$ cat src/rtl/shift_add_multiplier_pkg.sv
`timescale 1ns/1ps
`default_nettype none
// ============================================================================
// Module   : shift_add_multiplier_pkg
// Purpose  : Shared definitions for the shift-and-add multiplier: FSM state
//            encoding and the iteration-counter width derivation.
// Ports    : none (package)
// Revision : 1.0 - initial release
// ============================================================================
package shift_add_multiplier_pkg;

    // FSM state encoding; 2'b11 is unused and decodes as IDLE.
    typedef logic [1:0] state_t;

    localparam state_t c_IDLE = 2'b00;
    localparam state_t c_CALC = 2'b01;
    localparam state_t c_DONE = 2'b10;

    // The counter must be able to hold the value N itself (loaded on start).
    function automatic int cnt_width(input int n);
        return $clog2(n + 1);
    endfunction

endpackage
`default_nettype wire

$ cat src/rtl/DUT_generated_ripple_adder.sv
`timescale 1ns/1ps
`default_nettype none
// ============================================================================
// Module   : DUT_generated_ripple_adder
// Purpose  : Combinational N-bit ripple-carry adder built from a generated
//            chain of full adders.
// Ports    : a, b  [N-1:0] in  - addends
//            cin          in  - carry into bit 0
//            sum   [N-1:0] out - a + b + cin, low N bits
//            cout         out - carry out of bit N-1
// Revision : 1.0 - initial release
// ============================================================================
module DUT_generated_ripple_adder #(
    parameter int N = 4
) (
    input  logic [N-1:0] a,
    input  logic [N-1:0] b,
    input  logic         cin,
    output logic [N-1:0] sum,
    output logic         cout
);

    // w_carry[i] is the carry into bit i; w_carry[N] leaves the adder.
    logic [N:0] w_carry;

    assign w_carry[0] = cin;

    generate
        for (genvar i = 0; i < N; i++) begin : g_bit
            assign sum[i]         = a[i] ^ b[i] ^ w_carry[i];
            assign w_carry[i + 1] = (a[i] & b[i]) | (w_carry[i] & (a[i] ^ b[i]));
        end
    endgenerate

    assign cout = w_carry[N];

endmodule
`default_nettype wire

$ cat src/rtl/shift_add_multiplier.sv
`timescale 1ns/1ps
`default_nettype none
// ============================================================================
// Module   : shift_add_multiplier
// Purpose  : Sequential NxN unsigned multiplier. One conditional add and one
//            right shift of {C,A,Q} per cycle using the ripple adder; result
//            appears N+1 cycles after an accepted start.
// Ports    : clk              in  - rising-edge clock
//            rst              in  - synchronous active-high reset
//            start            in  - launch request, honoured only in IDLE
//            mcand  [N-1:0]   in  - multiplicand, captured on accepted start
//            mplier [N-1:0]   in  - multiplier, captured on accepted start
//            busy             out - high whenever not IDLE
//            done             out - one-cycle pulse, product valid
//            product[2N-1:0]  out - result, held until next completion/reset
// Revision : 1.0 - initial release
// ============================================================================
module shift_add_multiplier
    import shift_add_multiplier_pkg::*;
#(
    parameter int N = 4
) (
    input  logic           clk,
    input  logic           rst,
    input  logic           start,
    input  logic [N-1:0]   mcand,
    input  logic [N-1:0]   mplier,
    output logic           busy,
    output logic           done,
    output logic [2*N-1:0] product
);

    localparam int c_CNT_W = cnt_width(N);

    // ------------------------------------------------------------------
    // Registers
    // ------------------------------------------------------------------
    state_t              r_state;
    state_t              w_state_nxt;
    logic [N-1:0]        r_m;
    logic [N-1:0]        r_a;
    logic                r_c;
    logic [N-1:0]        r_q;
    logic [c_CNT_W-1:0]  r_cnt;
    logic [2*N-1:0]      r_product;

    // ------------------------------------------------------------------
    // Adder and shift datapath
    // ------------------------------------------------------------------
    logic [N-1:0]        w_sum;
    logic                w_cout;
    logic [2*N:0]        w_ext;
    logic [2*N:0]        w_shifted;
    logic                w_last;

    DUT_generated_ripple_adder #(
        .N    (N)
    ) u_adder (
        .a    (r_a),
        .b    (r_m),
        .cin  (1'b0),
        .sum  (w_sum),
        .cout (w_cout)
    );

    // When the multiplier LSB is set the sum replaces A (with its carry on
    // top); otherwise the word shifts unchanged. C is zero in CALC, so the
    // non-add path shifts in a zero.
    assign w_ext     = r_q[0] ? {w_cout, w_sum, r_q} : {r_c, r_a, r_q};
    assign w_shifted = w_ext >> 1;
    assign w_last    = (r_cnt == c_CNT_W'(1));

    // ------------------------------------------------------------------
    // FSM: state register
    // ------------------------------------------------------------------
    always_ff @(posedge clk) begin
        if (rst) begin
            r_state <= c_IDLE;
        end else begin
            r_state <= w_state_nxt;
        end
    end

    // ------------------------------------------------------------------
    // FSM: next state and outputs
    // ------------------------------------------------------------------
    always_comb begin
        w_state_nxt = c_IDLE;
        busy        = 1'b0;
        done        = 1'b0;
        case (r_state)
            c_IDLE: begin
                w_state_nxt = start ? c_CALC : c_IDLE;
            end
            c_CALC: begin
                busy        = 1'b1;
                w_state_nxt = w_last ? c_DONE : c_CALC;
            end
            c_DONE: begin
                busy        = 1'b1;
                done        = 1'b1;
                w_state_nxt = c_IDLE;
            end
            default: begin
                w_state_nxt = c_IDLE;
            end
        endcase
    end

    // ------------------------------------------------------------------
    // Datapath registers and iteration counter
    // ------------------------------------------------------------------
    always_ff @(posedge clk) begin
        if (rst) begin
            r_m       <= '0;
            r_a       <= '0;
            r_c       <= 1'b0;
            r_q       <= '0;
            r_cnt     <= '0;
            r_product <= '0;
        end else begin
            case (r_state)
                c_IDLE: begin
                    if (start) begin
                        r_m   <= mcand;
                        r_q   <= mplier;
                        r_a   <= '0;
                        r_c   <= 1'b0;
                        r_cnt <= c_CNT_W'(N);
                    end
                end
                c_CALC: begin
                    r_c   <= w_shifted[2*N];
                    r_a   <= w_shifted[2*N-1:N];
                    r_q   <= w_shifted[N-1:0];
                    r_cnt <= r_cnt - c_CNT_W'(1);
                    // The final iteration's shifted {A,Q} is the product.
                    if (w_last) begin
                        r_product <= w_shifted[2*N-1:0];
                    end
                end
                default: begin
                end
            endcase
        end
    end

    assign product = r_product;

endmodule
`default_nettype wire

$ cat config.mk
export PLATFORM = sky130hd
export DESIGN_NAME = shift_add_multiplier
export DESIGN_NICKNAME = d
export VERILOG_FILES = /design/src/rtl/shift_add_multiplier_pkg.sv /design/src/rtl/DUT_generated_ripple_adder.sv /design/src/rtl/shift_add_multiplier.sv
export SDC_FILE = /design/constraint.sdc
export NUM_CORES = 1
export LEC_CHECK = 0
export BUFFER_PORTS_ARGS = -buffer_cell sky130_fd_sc_hd__buf_2
export CORE_ASPECT_RATIO = 0.6
export CORE_UTILIZATION = 50
export DETAILED_ROUTE_END_ITERATION = 12
export PLACE_DENSITY_LB_ADDON = 0.15
export SYNTH_ARGS = -nofsm -noshare
export SYNTH_HDL_FRONTEND = slang
export SYNTH_SLANG_ARGS = --single-unit
$ cat constraint.sdc
create_clock -name clk -period 3 [get_ports clk]
set_clock_uncertainty 0.1 [all_clocks]
set_input_delay 0.6 -clock clk [delete_from_list [all_inputs] [get_ports clk]]
set_output_delay 0.6 -clock clk [all_outputs]
set_load 0.01 [all_outputs]
==> metrics <==
worst-path fanout max=3; Pwr Total=0.661 mW; # rows=13; # diodes=0; worst min path class=reg -> reg; DR pass1 iterations=4; static leakage=approximately 0.54 nW; syn_nets=approximately 160; drt drc=0; sequential power share=54.9%; Final TNS setup=0 ps; Pwr Density=490 nW/um^2; commonest non-fill, non-tap cell in the layout=dfxtp_1; vias=between 900 and 1k; commonest non-fill, non-tap cells in the layout=dfxtp_1, nand2_1, buf_2; worst slew pin tran=473 ps; fin crit share=approximately 86%; max-slew violation count=0; first-pass GRT wire length=4000 um; Startpoint Class=flip-flop; Seq/Total Area, Yosys=40.7%; DP Area=between 1000 and 1500 sq um; Synth Warn #=0; cell count after synthesis=between 100 and 150; Slew HR=68.5%; initial antenna violation count=0; vias per cell=5.32; Max Freq=roughly 390 MHz; dpl hpwl=1800 um; Primary FF master, synth=dfxtp_1; # IOs=21; area grow syn2layout=9.78%; largest net degree at the start of global routing=26; crit end category=flip-flop; Die ar.=between 2000 and 3000 sq um; Crit Path Class=reg -> reg; async set-reset flop share out of synthesis=0%; Synth Cell Area=between 1000 and 1500 sq um; DR WL/cell=around 14 um; post-CTS setup repair buffer count=0; global placement routability congestion=between 0.7 and 0.8; # fillers=between 200 and 250; CTS H-tree depth=1; power share of the combinational group=15.7%; clk root buf=clkbuf_8; Fin. Hold Viols=0; area occupied by multi-input gates=approximately 610 sq um; CTS tree=yes; Peak VDD IR=0.306 mV; vias in the first global route=between 800 and 900; Arrival @ worst endpoint=between 2000 and 3000 ps; FF/Latch Area=500 sq um; clock power share=between 20% and 30%; Avg Cell Area, Syn=slightly below 9 sq um; WP data required=3050 ps; Sw Ratio=between 20% and 30%; gr usage total=21.4%; Max-Cap Viols=0; share of layout cells above drive strength 1=between 10% and 20%; clk sink count=25; die height=40.4 um; wirelength, routed=approximately 2500 um; post-CTS sizing=0; post-layout net count=176; status=complete, no violations; Die X-Extent=between 60 and 70 um; Net Switching=between 0.15 and 0.2 mW; Worst-Skew Late Latency=270 ps; Post-synth EDFFs=0; Initial Util=54.7%; Internal=roughly 0.49 mW; DR iter-0 viols=50; clock-pin slew on the worst setup and hold paths=80 ps; total gr overflow=0; Num CTS Buffers=3; Seq cells post-synth=25; final antenna-violating net count=0; RSZ-0062 raised after global routing=false; fin area=between 1000 and 1500 sq um; CTS max path bufs=2; Hold-fix buffers, CTS=0; Distinct cells, synth=32; crit path time final=around 2600 ps; core area=around 2200 sq um; final setup vio count=0; port bufs=20; hold_ws=~350 ps
## metal layers
layer	global-route usage, %	part of all wire (%)
met5	0	0
met4	6.38	0.87
met3	5.11	3.5
met2	32.7	45
met1	30.3	51
## logic make-up (layout without fill, tap and decap cells)
logic type                 after synthesis  count (layout)  share of synthesized area, %
and+or+nand+nor                         51              51                          19.0
DFF                                     25              25                          40.7
adders and majority gates                9               9                          11.0
buffers and inverters                   21              37                          9.37
muxes                                    5               5                          5.70
AOI/OAI and AO/OA                       28              28                          14.2
## synthesized netlist by cell type (all sizes together), types with 3 or more instances
cell type	count	share of area, %
fa	3	4.9
buf	6	4.5
mux2	3	3.1
dfxtp	25	41
nor2	8	2.4
o32ai	3	2.1
clkbuf	3	1.2
a21oi	15	6.1
ha	6	6.1
nand2	22	6.7
nand3	7	2.9
inv	12	3.7
nor3	6	2.4
## flip-flops by register name, indices dropped and copies added (netlist names)
signal and count:
product 8, r_a 4, r_cnt 3, r_m 4, r_q 4, r_state 2
## stage by stage
stage               setup WS [ps]  cells  util, %
floorplan                     561    139        -
global placement              500    181     58.1
detailed placement            423    181     58.1
CTS                           411    185     60.1
global route                  284    185     60.1
finish                        415    185     60.1
## worst paths after layout
check                           slack [ps]        from          to  cells past startpoint
worst max-delay path                   410      r_a[0]      r_a[2]                      9
worst min register to register         350  product[5]  product[5]                      2
worst min-delay path                   350  product[5]  product[5]                      2
worst max register to register         410      r_a[0]      r_a[2]                      9
## cell type report
| type | count | area share [%] |
|---|---|---|
| Clock buffer | 4 | 3.34 |
| Tap cell | 30 | 2.78 |
| Multi-Input combinational cell | 93 | 45.5 |
| Inverter | 12 | 3.34 |
| Sequential cell | 25 | 37.1 |
| Timing Repair Buffer | 21 | 7.98 |
## worst max-delay path, cell delays in order (launching register included)
cell	delay (ps)
dfxtp_1	370
ha_1	150
inv_1	50
fa_1	390
fa_1	360
inv_1	70
fa_1	400
mux2_1	330
a32oi_1	200
nor2_1	50
## power by group through the flow
stage / logic (mW) / clock network [mW] / registers, mW
2_1_floorplan: 0.0879 / 0 / 0.365
4_1_cts: 0.103 / 0.203 / 0.362
5_1_grt: 0.116 / 0.212 / 0.366
3_5_place_dp: 0.102 / 0 / 0.370
6_report: 0.104 / 0.195 / 0.363
3_3_place_gp: 0.0994 / 0 / 0.370
Power figures use the tool's default switching activity.
